$ cat src/rtl/load_store_unit_if.sv
// rtl/load_store_unit_if.sv - memory-side bus between the load/store unit and data memory
interface load_store_unit_if;
    logic        mem_req;
    logic        mem_we;
    logic [31:0] mem_addr;
    logic [31:0] mem_wdata;
    logic [3:0]  mem_be;
    logic        mem_ready;
    logic [31:0] mem_rdata;

    modport master (
        output mem_req,
        output mem_we,
        output mem_addr,
        output mem_wdata,
        output mem_be,
        input  mem_ready,
        input  mem_rdata
    );

    modport slave (
        input  mem_req,
        input  mem_we,
        input  mem_addr,
        input  mem_wdata,
        input  mem_be,
        output mem_ready,
        output mem_rdata
    );
endinterface

$ cat src/rtl/load_store_unit.sv
// rtl/load_store_unit.sv - byte/half/word load-store sequencer with alignment check and timeout
module load_store_unit #(
    parameter int TIMEOUT = 255
) (
    input  logic                    clk,
    input  logic                    reset,
    input  logic                    start,
    input  logic                    we,
    input  logic [2:0]              funct3,
    input  logic [31:0]             addr,
    input  logic [31:0]             wdata,
    output logic                    busy,
    output logic                    done,
    output logic                    fault,
    output logic [31:0]             rdata,
    load_store_unit_if.master       bus
);

    localparam int CW = $clog2(TIMEOUT + 1);

    localparam logic [1:0] IDLE   = 2'd0;
    localparam logic [1:0] ACCESS = 2'd1;
    localparam logic [1:0] DONE   = 2'd2;

    logic [1:0]    state;
    logic          we_r;
    logic [2:0]    funct3_r;
    logic [31:0]   addr_r;
    logic [31:0]   wdata_r;
    logic          fault_r;
    logic [CW-1:0] wait_cnt;
    logic          illegal;
    logic [31:0]   lane;
    logic [31:0]   load_ext;
    logic [3:0]    be;
    logic          in_access;

    // Classify the incoming request: unsupported funct3 or misaligned size.
    always_comb begin
        illegal = 1'b0;
        if (we) begin
            illegal = (funct3 != 3'b000) && (funct3 != 3'b001) && (funct3 != 3'b010);
        end else begin
            illegal = (funct3 == 3'b011) || (funct3[2:1] == 2'b11);
        end
        if ((funct3[1:0] == 2'b01) && addr[0]) begin
            illegal = 1'b1;
        end
        if ((funct3[1:0] == 2'b10) && (addr[1:0] != 2'b00)) begin
            illegal = 1'b1;
        end
    end

    // Byte enables and lane-replicated store data from the latched request.
    always_comb begin
        be            = 4'b1111;
        bus.mem_wdata = wdata_r;
        case (funct3_r[1:0])
            2'b00: begin
                be            = 4'b0001 << addr_r[1:0];
                bus.mem_wdata = {4{wdata_r[7:0]}};
            end
            2'b01: begin
                be            = 4'b0011 << {addr_r[1], 1'b0};
                bus.mem_wdata = {2{wdata_r[15:0]}};
            end
            default: begin
                be            = 4'b1111;
                bus.mem_wdata = wdata_r;
            end
        endcase
    end

    // Shift the addressed lane down to bit 0, then sign- or zero-extend it.
    always_comb begin
        lane = bus.mem_rdata >> {addr_r[1:0], 3'b000};
        case (funct3_r)
            3'b000:  load_ext = {{24{lane[7]}}, lane[7:0]};
            3'b001:  load_ext = {{16{lane[15]}}, lane[15:0]};
            3'b100:  load_ext = {24'd0, lane[7:0]};
            3'b101:  load_ext = {16'd0, lane[15:0]};
            default: load_ext = bus.mem_rdata;
        endcase
    end

    assign in_access    = (state == ACCESS);
    assign busy         = (state != IDLE);
    assign done         = (state == DONE);
    assign fault        = (state == DONE) && fault_r;
    assign bus.mem_req  = in_access;
    assign bus.mem_we   = in_access && we_r;
    assign bus.mem_be   = in_access ? be : 4'b0000;
    assign bus.mem_addr = {addr_r[31:2], 2'b00};

    // Request sequencing: latch on start, wait for ready or timeout, pulse done.
    always_ff @(posedge clk or posedge reset) begin
        if (reset) begin
            state    <= IDLE;
            we_r     <= 1'b0;
            funct3_r <= 3'b000;
            addr_r   <= 32'd0;
            wdata_r  <= 32'd0;
            fault_r  <= 1'b0;
            wait_cnt <= '0;
            rdata    <= 32'd0;
        end else begin
            case (state)
                IDLE: begin
                    if (start) begin
                        we_r     <= we;
                        funct3_r <= funct3;
                        addr_r   <= addr;
                        wdata_r  <= wdata;
                        wait_cnt <= '0;
                        fault_r  <= illegal;
                        state    <= illegal ? DONE : ACCESS;
                    end
                end
                ACCESS: begin
                    if (bus.mem_ready) begin
                        if (!we_r) begin
                            rdata <= load_ext;
                        end
                        state <= DONE;
                    end else begin
                        wait_cnt <= wait_cnt + 1'b1;
                        if (wait_cnt == CW'(TIMEOUT - 1)) begin
                            fault_r <= 1'b1;
                            state   <= DONE;
                        end
                    end
                end
                DONE: begin
                    fault_r <= 1'b0;
                    state   <= IDLE;
                end
                default: begin
                    state <= IDLE;
                end
            endcase
        end
    end

endmodule
$ cat src/flat_wrapper.sv
// flat-port wrapper written by rule: the top's interface ports become plain ports
module load_store_unit_flat 
#(
    parameter int TIMEOUT = 255
)
  (clk, reset, start, we, funct3, addr, wdata, busy, done, fault, rdata, bus_mem_req, bus_mem_we, bus_mem_addr, bus_mem_wdata, bus_mem_be, bus_mem_ready, bus_mem_rdata);
  load_store_unit_if bus_i ();
  input  logic clk;
  input  logic reset;
  input  logic start;
  input  logic we;
  input  logic [2:0] funct3;
  input  logic [31:0] addr;
  input  logic [31:0] wdata;
  output logic busy;
  output logic done;
  output logic fault;
  output logic [31:0] rdata;
  output wire logic [$bits(bus_i.mem_req)-1:0] bus_mem_req;
  output wire logic [$bits(bus_i.mem_we)-1:0] bus_mem_we;
  output wire logic [$bits(bus_i.mem_addr)-1:0] bus_mem_addr;
  output wire logic [$bits(bus_i.mem_wdata)-1:0] bus_mem_wdata;
  output wire logic [$bits(bus_i.mem_be)-1:0] bus_mem_be;
  input wire logic [$bits(bus_i.mem_ready)-1:0] bus_mem_ready;
  input wire logic [$bits(bus_i.mem_rdata)-1:0] bus_mem_rdata;
  assign bus_mem_req = bus_i.mem_req;
  assign bus_mem_we = bus_i.mem_we;
  assign bus_mem_addr = bus_i.mem_addr;
  assign bus_mem_wdata = bus_i.mem_wdata;
  assign bus_mem_be = bus_i.mem_be;
  assign bus_i.mem_ready = bus_mem_ready;
  assign bus_i.mem_rdata = bus_mem_rdata;
  load_store_unit #(.TIMEOUT(TIMEOUT)) u_core (.clk(clk), .reset(reset), .start(start), .we(we), .funct3(funct3), .addr(addr), .wdata(wdata), .busy(busy), .done(done), .fault(fault), .rdata(rdata), .bus(bus_i));
endmodule
$ cat config.mk
export PLATFORM = sky130hd
export DESIGN_NAME = load_store_unit_flat
export DESIGN_NICKNAME = d
export VERILOG_FILES = /design/src/rtl/load_store_unit_if.sv /design/src/rtl/load_store_unit.sv /design/src/flat_wrapper.sv
export SDC_FILE = /design/constraint.sdc
export NUM_CORES = 1
export LEC_CHECK = 0
export BUFFER_PORTS_ARGS = -buffer_cell sky130_fd_sc_hd__buf_2
export CAP_MARGIN = 20
export CORE_UTILIZATION = 40
export DETAILED_ROUTE_END_ITERATION = 12
export PLACE_DENSITY = 0.76
export SKIP_CTS_REPAIR_TIMING = 1
export SLEW_MARGIN = 20
export SYNTH_ARGS = -nofsm -noshare
export SYNTH_HDL_FRONTEND = slang
export SYNTH_SLANG_ARGS = --single-unit
$ cat constraint.sdc
create_clock -name clk -period 7.37 [get_ports clk]
set_input_delay 1.1055 -clock clk [delete_from_list [all_inputs] [get_ports clk]]
set_output_delay 1.1055 -clock clk [all_outputs]
set_load 0.01 [all_outputs]
Word level (Yosys, flattened, before mapping)
Cells that the tools add are included.
{"block": "classes", "addsub": 1, "n_eq_ne": 17, "shift": 3, "muxes": 19, "n_bitwise": 1, "reduce_logical": 20}
{"cell": "$pmux 32 s4", "count": 1}
{"cell": "$pmux 32 s2", "count": 1}
{"cell": "$shr 32x5->16", "count": 1}
{"cell": "$mux 8", "count": 2}
{"cell": "$pmux 8 s2", "count": 1}
{"cell": "$add 8x1->8 const B", "count": 1}
{"cell": "$eq 8x8->1 const B", "count": 1}
{"cell": "$mux 2", "count": 4}
{"cell": "$pmux 4 s2", "count": 1}
{"cell": "$eq 2x1->1 const B", "count": 3}
{"cell": "$eq 2x2->1 const B", "count": 3}
{"cell": "$eq 3x3->1 const B", "count": 2}
{"cell": "$logic_and 1x1->1", "count": 6}
{"cell": "$mux 1", "count": 6}
{"cell": "$ne 2x2->1 const B", "count": 3}
{"cell": "$reduce_and 3->1", "count": 2}
{"cell": "$reduce_bool 2->1", "count": 3}
{"cell": "$reduce_bool 3->1", "count": 2}
{"cell": "$logic_not 2->1", "count": 2}
{"cell": "$mux 4", "count": 1}
{"cell": "$pmux 2 s2", "count": 1}
{"cell": "$reduce_and 2->1", "count": 2}
{"cell": "$reduce_and 4->1", "count": 1}
{"cell": "$shl 1x2->4 const A", "count": 1}
{"cell": "10 further kinds", "count": 10}
{"block": "totals", "ff_bits": 111, "out_inout_bits": 105, "word_cells": 69}

Logic depth before layout (Yosys ltp)
Gate-level depths: netlist (run 1).
{"block": "logic_depth", "depth_word": 9, "mapped_depth": 8}

Worst setup path before layout (run 1)
Ideal clock, no wire load.
{"block": "synth_path", "path_kind": "flip-flop to output port", "start": "reg u_core.state[1]", "end": "out bus_mem_be[2]", "t_arrival_ns": 1.332, "required_ns": 6.265, "path_slack_ns": 4.932, "path_stages_with_launch": 6, "path_buffers": 1, "cell_sequence": "dfrtp_1 inv_1 ha_1 buf_1 inv_1 a21oi_1"}
{"block": "synth_between", "elab_chain_cells": 2}
{"element": "start, declared", "line_no": "load_store_unit.sv:25", "rtl": "logic [1:0] state;"}
{"element": "start signal, assigned", "line_no": "load_store_unit.sv:116", "rtl": "state <= illegal ? DONE : ACCESS;"}
{"element": "$eq 2x1->1", "line_no": "load_store_unit.sv:86", "rtl": "assign in_access = (state == ACCESS);"}
{"element": "net bus_mem_req", "line_no": "flat_wrapper.sv:19", "rtl": "output wire logic [$bits(bus_i.mem_req)-1:0] bus_mem_req;"}
{"element": "$mux 4", "line_no": "load_store_unit.sv:92", "rtl": "assign bus.mem_be = in_access ? be : 4'b0000;"}
{"element": "end, declared", "line_no": "flat_wrapper.sv:23", "rtl": "output wire logic [$bits(bus_i.mem_be)-1:0] bus_mem_be;"}
The timed path passes the listed nets, and every way through them passes these cells.

Worst setup path in the final report (run 1)
{"block": "layout_path", "start": "reg u_core.funct3_r[0]", "end": "out bus_mem_wdata[15]"}
{"block": "layout_between", "elab_chain_cells": 2, "word_cells_on_any_way": 3}
{"element": "start, declared", "line_no": "load_store_unit.sv:27", "rtl": "logic [2:0] funct3_r;"}
{"element": "start signal, assigned", "line_no": "load_store_unit.sv:111", "rtl": "funct3_r <= funct3;"}
{"element": "$eq 2x1->1 or $logic_not 2->1 (tied branches)", "line_no": "load_store_unit.sv:58", "rtl": "case (funct3_r[1:0])"}
{"element": "$pmux 32 s2 *", "line_no": "load_store_unit.sv:58"}
{"element": "end, declared", "line_no": "flat_wrapper.sv:22", "rtl": "output wire logic [$bits(bus_i.mem_wdata)-1:0] bus_mem_wdata;"}
Every way passes the cells marked *; elsewhere a longest branch is shown, timed or not.

==> results.sh, run 1 <==
export IMPL_worstPathArrival_ns=2.26
export IMPL_clk_pin_slew_ns=0.07
export IMPL_switching_share_pct=37.9
export IMPL_path_class="reg -> out"
export IMPL_synth_top_area_share_pct=48.7
export IMPL_endpoint_kind="output pin"
export IMPL_syn_inst=515
export IMPL_finalCritPeriodShare_pct=45.7
export IMPL_row_count=43
export IMPL_hold_start="u_core.rdata[13]"
export IMPL_synth_enable_flop_cells=0
export IMPL_ys_warnings_count=0
export IMPL_synthArstFlopShare_pct=100
export IMPL_place_area_mm2=0.00655
export IMPL_grt_busiest_layer="met2"
export IMPL_setup_viol=0
export IMPL_die_w_um=121
export IMPL_start_util_pct=41.1
export IMPL_finClkSkew_ns=0.00763
export IMPL_port_buffers=206
export IMPL_tightest_slew_ns=0.865
export IMPL_pwr_share_comb_pct=44.4
export IMPL_ys_ff_latch=111
export IMPL_p_switching_mw=1.13
export IMPL_pwr_share_clk_pct=17.6
export IMPL_wl_mm=13.8
export IMPL_crit_path_start="u_core.funct3_r[0]"
export IMPL_seq_area_frac_synth_pct=48.7
export IMPL_synth_distinct_cells=43
export IMPL_grt_use_met3_pct=4.37
export IMPL_cts_buffer_depth=2
export IMPL_syn_area_per_cell_um2=11.1
export IMPL_path_cells="nor2_2 > mux2_2 > buf_2"
export IMPL_drive_gt1_share_pct=48.6
export IMPL_ant_nets=0
export IMPL_power_density_mw_per_mm2=434
export IMPL_hold_path_class="reg -> reg"
export IMPL_crit_buf_inv=1
export IMPL_fin_area_mm2=0.00688
export IMPL_maxSlewViolCount=0
export IMPL_ys_flop_type="dfrtp_1"
export IMPL_r2r_cells=5
export IMPL_gp_congestion=0.833
export IMPL_cts_sinks=111
export IMPL_drv_cap=0
export IMPL_reg2reg_slack_ns=4.95
export IMPL_place_hpwl_mm=9.96
export IMPL_holdPathEnd="u_core.rdata[13]"
export IMPL_yosys_cell_count_top_type="dfrtp_1"
export IMPL_fin_nets=775
export IMPL_ios=209
export IMPL_finalCriticalPeriod_ns=3.37
export IMPL_drt_iter0_drc=257
export IMPL_syn_area_mm2=0.00571
export IMPL_synthTopCellsByArea="dfrtp_1 49%, mux2_2 18%, buf_4 5.3%, nand3_1 3.3%, o21ai_0 2.7%"
export IMPL_max_freq_ghz=0.297
export IMPL_grtUsageMet1_pct=23.4
export IMPL_num_vias=4438
export IMPL_met2_usage_pct=30.3
export IMPL_avgViaCountPerCell=5.21
export IMPL_dieArea_mm2=0.0147
export IMPL_cts_tree="yes"
export IMPL_fin_setup_tns_ns=0
export IMPL_cts_buffers=9
export IMPL_whs_path_depth=2
export IMPL_area_growth_pct=20.7
export IMPL_r2r_start="u_core.state[1]"
export IMPL_avgRoutedWirePerCell_um=16.2
export IMPL_drc_errors=0
export IMPL_cts_root_buf="clkbuf_16"
export IMPL_grt_ovfl_total=0
export IMPL_worstPathMaxFanout=18
export IMPL_leakagePower_nw=3.35
export IMPL_htreeDepth=3
export IMPL_cpMaxStageDelayCell="dfrtp_1"
export IMPL_core_area_mm2=0.0139
export IMPL_die_h_um=121
export IMPL_grt_setup_unrepaired="no"
export IMPL_crit_required_ns=6.26
export IMPL_synth_largest_area_cell="dfrtp_1"
export IMPL_finalHoldViolations=0
export IMPL_slew_headroom_pct=42.4
export IMPL_firstDrtPassIters=6
export IMPL_clk_latency_ns=0.35
export IMPL_status="finished clean"
export IMPL_start_kind="register"
export IMPL_seqPwrFrac_pct=38.0
export IMPL_critPathMaxStageDelay_ns=0.70
export IMPL_grt_pass1_wl_mm=21.1
export IMPL_r2r_end="u_core.wdata_r[15]"
export IMPL_grt_total_usage_pct=18.6
export IMPL_crit_family="flip-flops"
export IMPL_internal_power_mw=1.86
export IMPL_grt_pass1_vias=4139
export IMPL_peakVddDrop_uv=225
export IMPL_antenna_found_initial=1
export IMPL_grt_max_degree=68
export IMPL_netlist_top_cells_count="111 x dfrtp_1, 92 x mux2_2, 41 x nand2_1"
worst max path at each step:
stage,endpoint,slack (ns),depth (start not counted)
after floorplan,u_core.addr_r[0],3.33,1
after detailed placement,bus_mem_wdata[13],4.34,3
after global placement,bus_mem_wdata[9],4.38,3
after global routing,bus_mem_wdata[15],3.87,3
after CTS,bus_mem_wdata[13],3.94,3
final,bus_mem_wdata[15],4.00,3
flip-flops by register name (all words and copies together), names as in the netlist:
signal	cells
u_core.rdata	32
u_core.fault_r	1
u_core.funct3_r	3
u_core.state	2
u_core.addr_r	32
u_core.we_r	1
u_core.wdata_r	32
u_core.wait_cnt	8
routing by layer:
| layer | wire [um] | vias to the layer above |
|---|---|---|
| li1 | - | 2083 |
| met1 | 5860 | 2141 |
| met2 | 6600 | 195 |
| met3 | 1070 | 19 |
| met4 | 282 | 0 |
| met5 | 0 | - |
stage by stage:
stage	hold slack (ns)	power, mW	setup WS [ns]	util, %	std cells
floorplan	0.471	2.13	3.33	-	516
global placement	0.460	2.45	4.38	47.2	835
detailed placement	0.468	2.48	4.34	47.2	835
CTS	0.486	3.02	3.94	49.5	851
global route	0.507	3.19	3.87	49.6	852
finish	0.479	2.99	4.00	49.6	852
worst register-to-register path: stages, from the launching register on:
cell and delay, ns:
dfrtp_1 0.37, inv_1 0.07, ha_1 0.27, nand2_2 0.58, buf_4 0.60, mux2_2 0.43
cells in the final DEF, fill, tap and decap left out, types with 3 or more instances in the layout:
cell type and count:
clkbuf_16 9, nand3_1 38, nand2_1 40, a22oi_1 7
nand4_1 5, mux2i_1 14, or3_1 3, o21a_1 7
xor2_1 3, inv_1 7, nor2_1 14, o2bb2ai_1 7
dfrtp_1 110, and2_1 4, and3b_1 6, ha_1 5
nor2b_1 4, mux2_2 92, o211ai_1 3, o21ai_0 31
buf_4 4, a21oi_1 20, nand3b_1 3, buf_2 206
cell families (layout without fill, tap and decap cells):
group           after synthesis  count (layout)  synth area share (%)
xor+xnor                      3               3                 0.461
flops                       111             111                  48.7
mux                         107             107                  21.0
simple gates                124             124                  10.8
fa+ha+maj                     5               5                  1.10
other cells                   1               3                0.0657
buf+inv                      79             234                  8.38
compound gates               85              85                  9.50
layout make-up:
class | count | area [um2]
fillers | 1309 | 7000
flip-flops and latches | 111 | 2780
multi-input cells | 326 | 2460
repair buffers | 210 | 1060
clock buffers | 9 | 225
well taps | 180 | 225
clock inverters | 7 | 97.6
inverters | 8 | 32.5
diodes | 1 | 2.50
power by group through the flow:
stage | clock network [mW] | logic (mW) | registers, mW
detailed placement | 0 | 1.33 | 1.15
CTS | 0.541 | 1.34 | 1.14
global placement | 0 | 1.32 | 1.14
floorplan | 0 | 1.05 | 1.07
global route | 0.562 | 1.45 | 1.18
finish | 0.526 | 1.33 | 1.13
Note: power is estimated with default switching activity, not from simulation.
==> inputs of run 2 (changes only) <==
- ABC_AREA: not set -> 1
- PLACE_DENSITY: 0.76 -> 0.78
- clock period: 7.37 -> 2.75 ns (I/O delays scaled with it)
==> results.sh, run 2 <==
export IMPL_fin_area_mm2=0.00709
export IMPL_netlist_top_cells_count="351 x nand2_1, 111 x dfrtp_1, 61 x inv_1"
export IMPL_syn_area_mm2=0.00596
export IMPL_grt_pass1_vias=5114
export IMPL_synthArstFlopShare_pct=100
export IMPL_peakVddDrop_uv=541
export IMPL_finalCriticalPeriod_ns=2.51
export IMPL_final_common_cell="nand2_1"
export IMPL_reg_largest_list="u_core.addr_r: 32 flops, u_core.rdata: 32 flops, u_core.wdata_r: 32 flops"
export IMPL_antenna_found_initial=0
export IMPL_grt_busiest_layer="met2"
export IMPL_cts_root_buf="clkbuf_16"
export IMPL_grt_ovfl_total=0
export IMPL_power_density_mw_per_mm2=1120
export IMPL_worstPathMaxFanout=21
export IMPL_fill_cells=1499
export IMPL_drc_errors=0
export IMPL_avgViaCountPerCell=4.91
export IMPL_grt_use_met3_pct=5.54
export IMPL_endpoint_kind="output pin"
export IMPL_place_hpwl_mm=11.9
export IMPL_ios=209
export IMPL_area_growth_pct=19.1
export IMPL_drv_cap=0
export IMPL_firstDrtPassIters=5
export IMPL_drive_gt1_share_pct=27.4
export IMPL_synth_enable_flop_cells=0
export IMPL_synth_xor_area_share_pct=0.147
export IMPL_die_w_um=124
export IMPL_ys_ff_latch=111
export IMPL_worstPathArrival_ns=2.10
export IMPL_synth_simple_area_share_pct=32.6
export IMPL_ant_nets=0
export IMPL_utilization_pct=48.8
export IMPL_pwr_share_clk_pct=15.4
export IMPL_grt_total_usage_pct=21.4
export IMPL_syn_area_per_cell_um2=7.29
export IMPL_num_vias=5672
export IMPL_gp_congestion=0.863
export IMPL_reg2reg_slack_ns=0.65
export IMPL_grtUsageMet1_pct=26.6
export IMPL_switching_share_pct=44.4
export IMPL_path_class="reg -> out"
export IMPL_seqPwrFrac_pct=36.4
export IMPL_synth_mux_area_share_pct=0
export IMPL_grt_setup_unrepaired="no"
export IMPL_finalHoldViolations=0
export IMPL_synth_top_area_share_pct=46.6
export IMPL_leakagePower_nw=4.10
export IMPL_final_cell_mix="350 x nand2_1, 206 x buf_2, 111 x dfrtp_1"
export IMPL_ys_warnings_count=0
export IMPL_clk_pin_slew_ns=0.07
export IMPL_synth_top_family_by_area="simple AND/OR/NAND/NOR gates"
export IMPL_synth_distinct_cells=23
export IMPL_status="finished clean"
export IMPL_holdWs_ns=0.127
export IMPL_finalCritPeriodShare_pct=91.3
export IMPL_wl_mm=16.3
export IMPL_seq_area_frac_synth_pct=46.6
export IMPL_tightest_slew_ns=0.659
export IMPL_dieArea_mm2=0.0154
export IMPL_synth_fa_ha_area_share_pct=1.05
export IMPL_hold_path_class="in -> async"
export IMPL_htreeDepth=3
export IMPL_cts_buffer_depth=2
export IMPL_cts_sinks=111
export IMPL_cts_buffers=9
export IMPL_synth_largest_area_cell="dfrtp_1"
export IMPL_grt_max_degree=62
export IMPL_synthTopCellsByArea="dfrtp_1 47%, nand2_1 22%, buf_4 5.5%, nand3_1 4.6%, inv_1 3.8%"
export IMPL_fin_nets=1075
export IMPL_grt_pass1_wl_mm=25.3
export IMPL_antenna_cells=0
export IMPL_die_h_um=124
export IMPL_place_area_mm2=0.00682
export IMPL_row_count=44
export IMPL_synth_compound_area_share_pct=7.10
export IMPL_start_kind="register"
export IMPL_pwr_share_comb_pct=48.2
export IMPL_fin_setup_tns_ns=0
export IMPL_avgRoutedWirePerCell_um=14.1
export IMPL_internal_power_mw=4.42
export IMPL_port_buffers=206
export IMPL_crit_required_ns=2.34
export IMPL_finClkSkew_ns=0.00798
export IMPL_core_area_mm2=0.0145
export IMPL_slew_headroom_pct=56.0
export IMPL_ys_flop_type="dfrtp_1"
export IMPL_max_freq_ghz=0.398
export IMPL_p_switching_mw=3.53
export IMPL_yosys_cell_count_top_type="nand2_1"
export IMPL_cts_tree="yes"
export IMPL_maxSlewViolCount=0
export IMPL_setup_viol=0
export IMPL_drt_iter0_drc=392
export IMPL_start_util_pct=41.0
export IMPL_met2_usage_pct=36.3
export IMPL_syn_inst=817
export IMPL_clk_latency_ns=0.35
-- run 2: cells by family after synthesis --
logic type,Yosys count
AO/OA/AOI/OAI,82
other,1
XOR/XNOR,1
AND/OR/NAND/NOR,473
adder cells (fa/ha/maj),5
flip-flops,111
buffers and inverters,144
-- run 2: worst paths after layout --
| path | from | end | cells after the start |
|---|---|---|---|
| max in group asynchronous | reset | u_core.wdata_r[22] | 3 |
| worst min-delay path | reset | u_core.addr_r[7] | 2 |
| worst max-delay path | u_core.funct3_r[1] | bus_mem_wdata[10] | 6 |
| worst max register to register | u_core.state[1] | u_core.rdata[30] | 9 |
| min in group clk | addr[19] | u_core.addr_r[19] | 3 |
| worst min register to register | u_core.rdata[13] | u_core.rdata[13] | 2 |
-- run 2: power groups by stage --
stage / Sequential, mW / Combinational, mW / Clock (mW)
floorplan: 2.87 / 2.81 / 0
global placement: 2.90 / 3.77 / 0
detailed placement: 2.89 / 3.86 / 0
CTS: 2.89 / 3.87 / 1.26
global route: 2.98 / 4.33 / 1.32
finish: 2.89 / 3.84 / 1.23
-- run 2: worst max-delay path: stages (launching register included) --
cell     delay, ns
dfrtp_1       0.39
inv_2         0.29
nand2_1       0.12
inv_1         0.45
nand2_1       0.14
o21ai_0       0.16
buf_2         0.20
-- run 2: area by class of cell --
cell class	instances	area [um2]	area share (%)
Tap cell	184	230	3.25
Timing Repair Buffer	215	1110	15.7
Multi-Input combinational cell	563	2450	34.5
Inverter	66	251	3.55
Clock inverter	6	43.8	0.618
Sequential cell	111	2780	39.2
Clock buffer	10	229	3.23
-- run 2: metal layers --
metal  vias to the layer above  part of all wire [%]
met4                         0                   1.8
met3                        23                   8.6
met1                      2605                    42
met5                         -                     0
li1                       2775                     -
met2                       269                    47
-- run 2: stage by stage --
step | total power, mW | setup WS [ns] | std cells
floorplan | 5.68 | 0.994 | 818
detailed placement | 6.76 | 0.627 | 1139
CTS | 8.01 | 0.230 | 1155
global route | 8.63 | 0.117 | 1155
finish | 7.95 | 0.238 | 1155
global placement | 6.67 | 0.668 | 1139
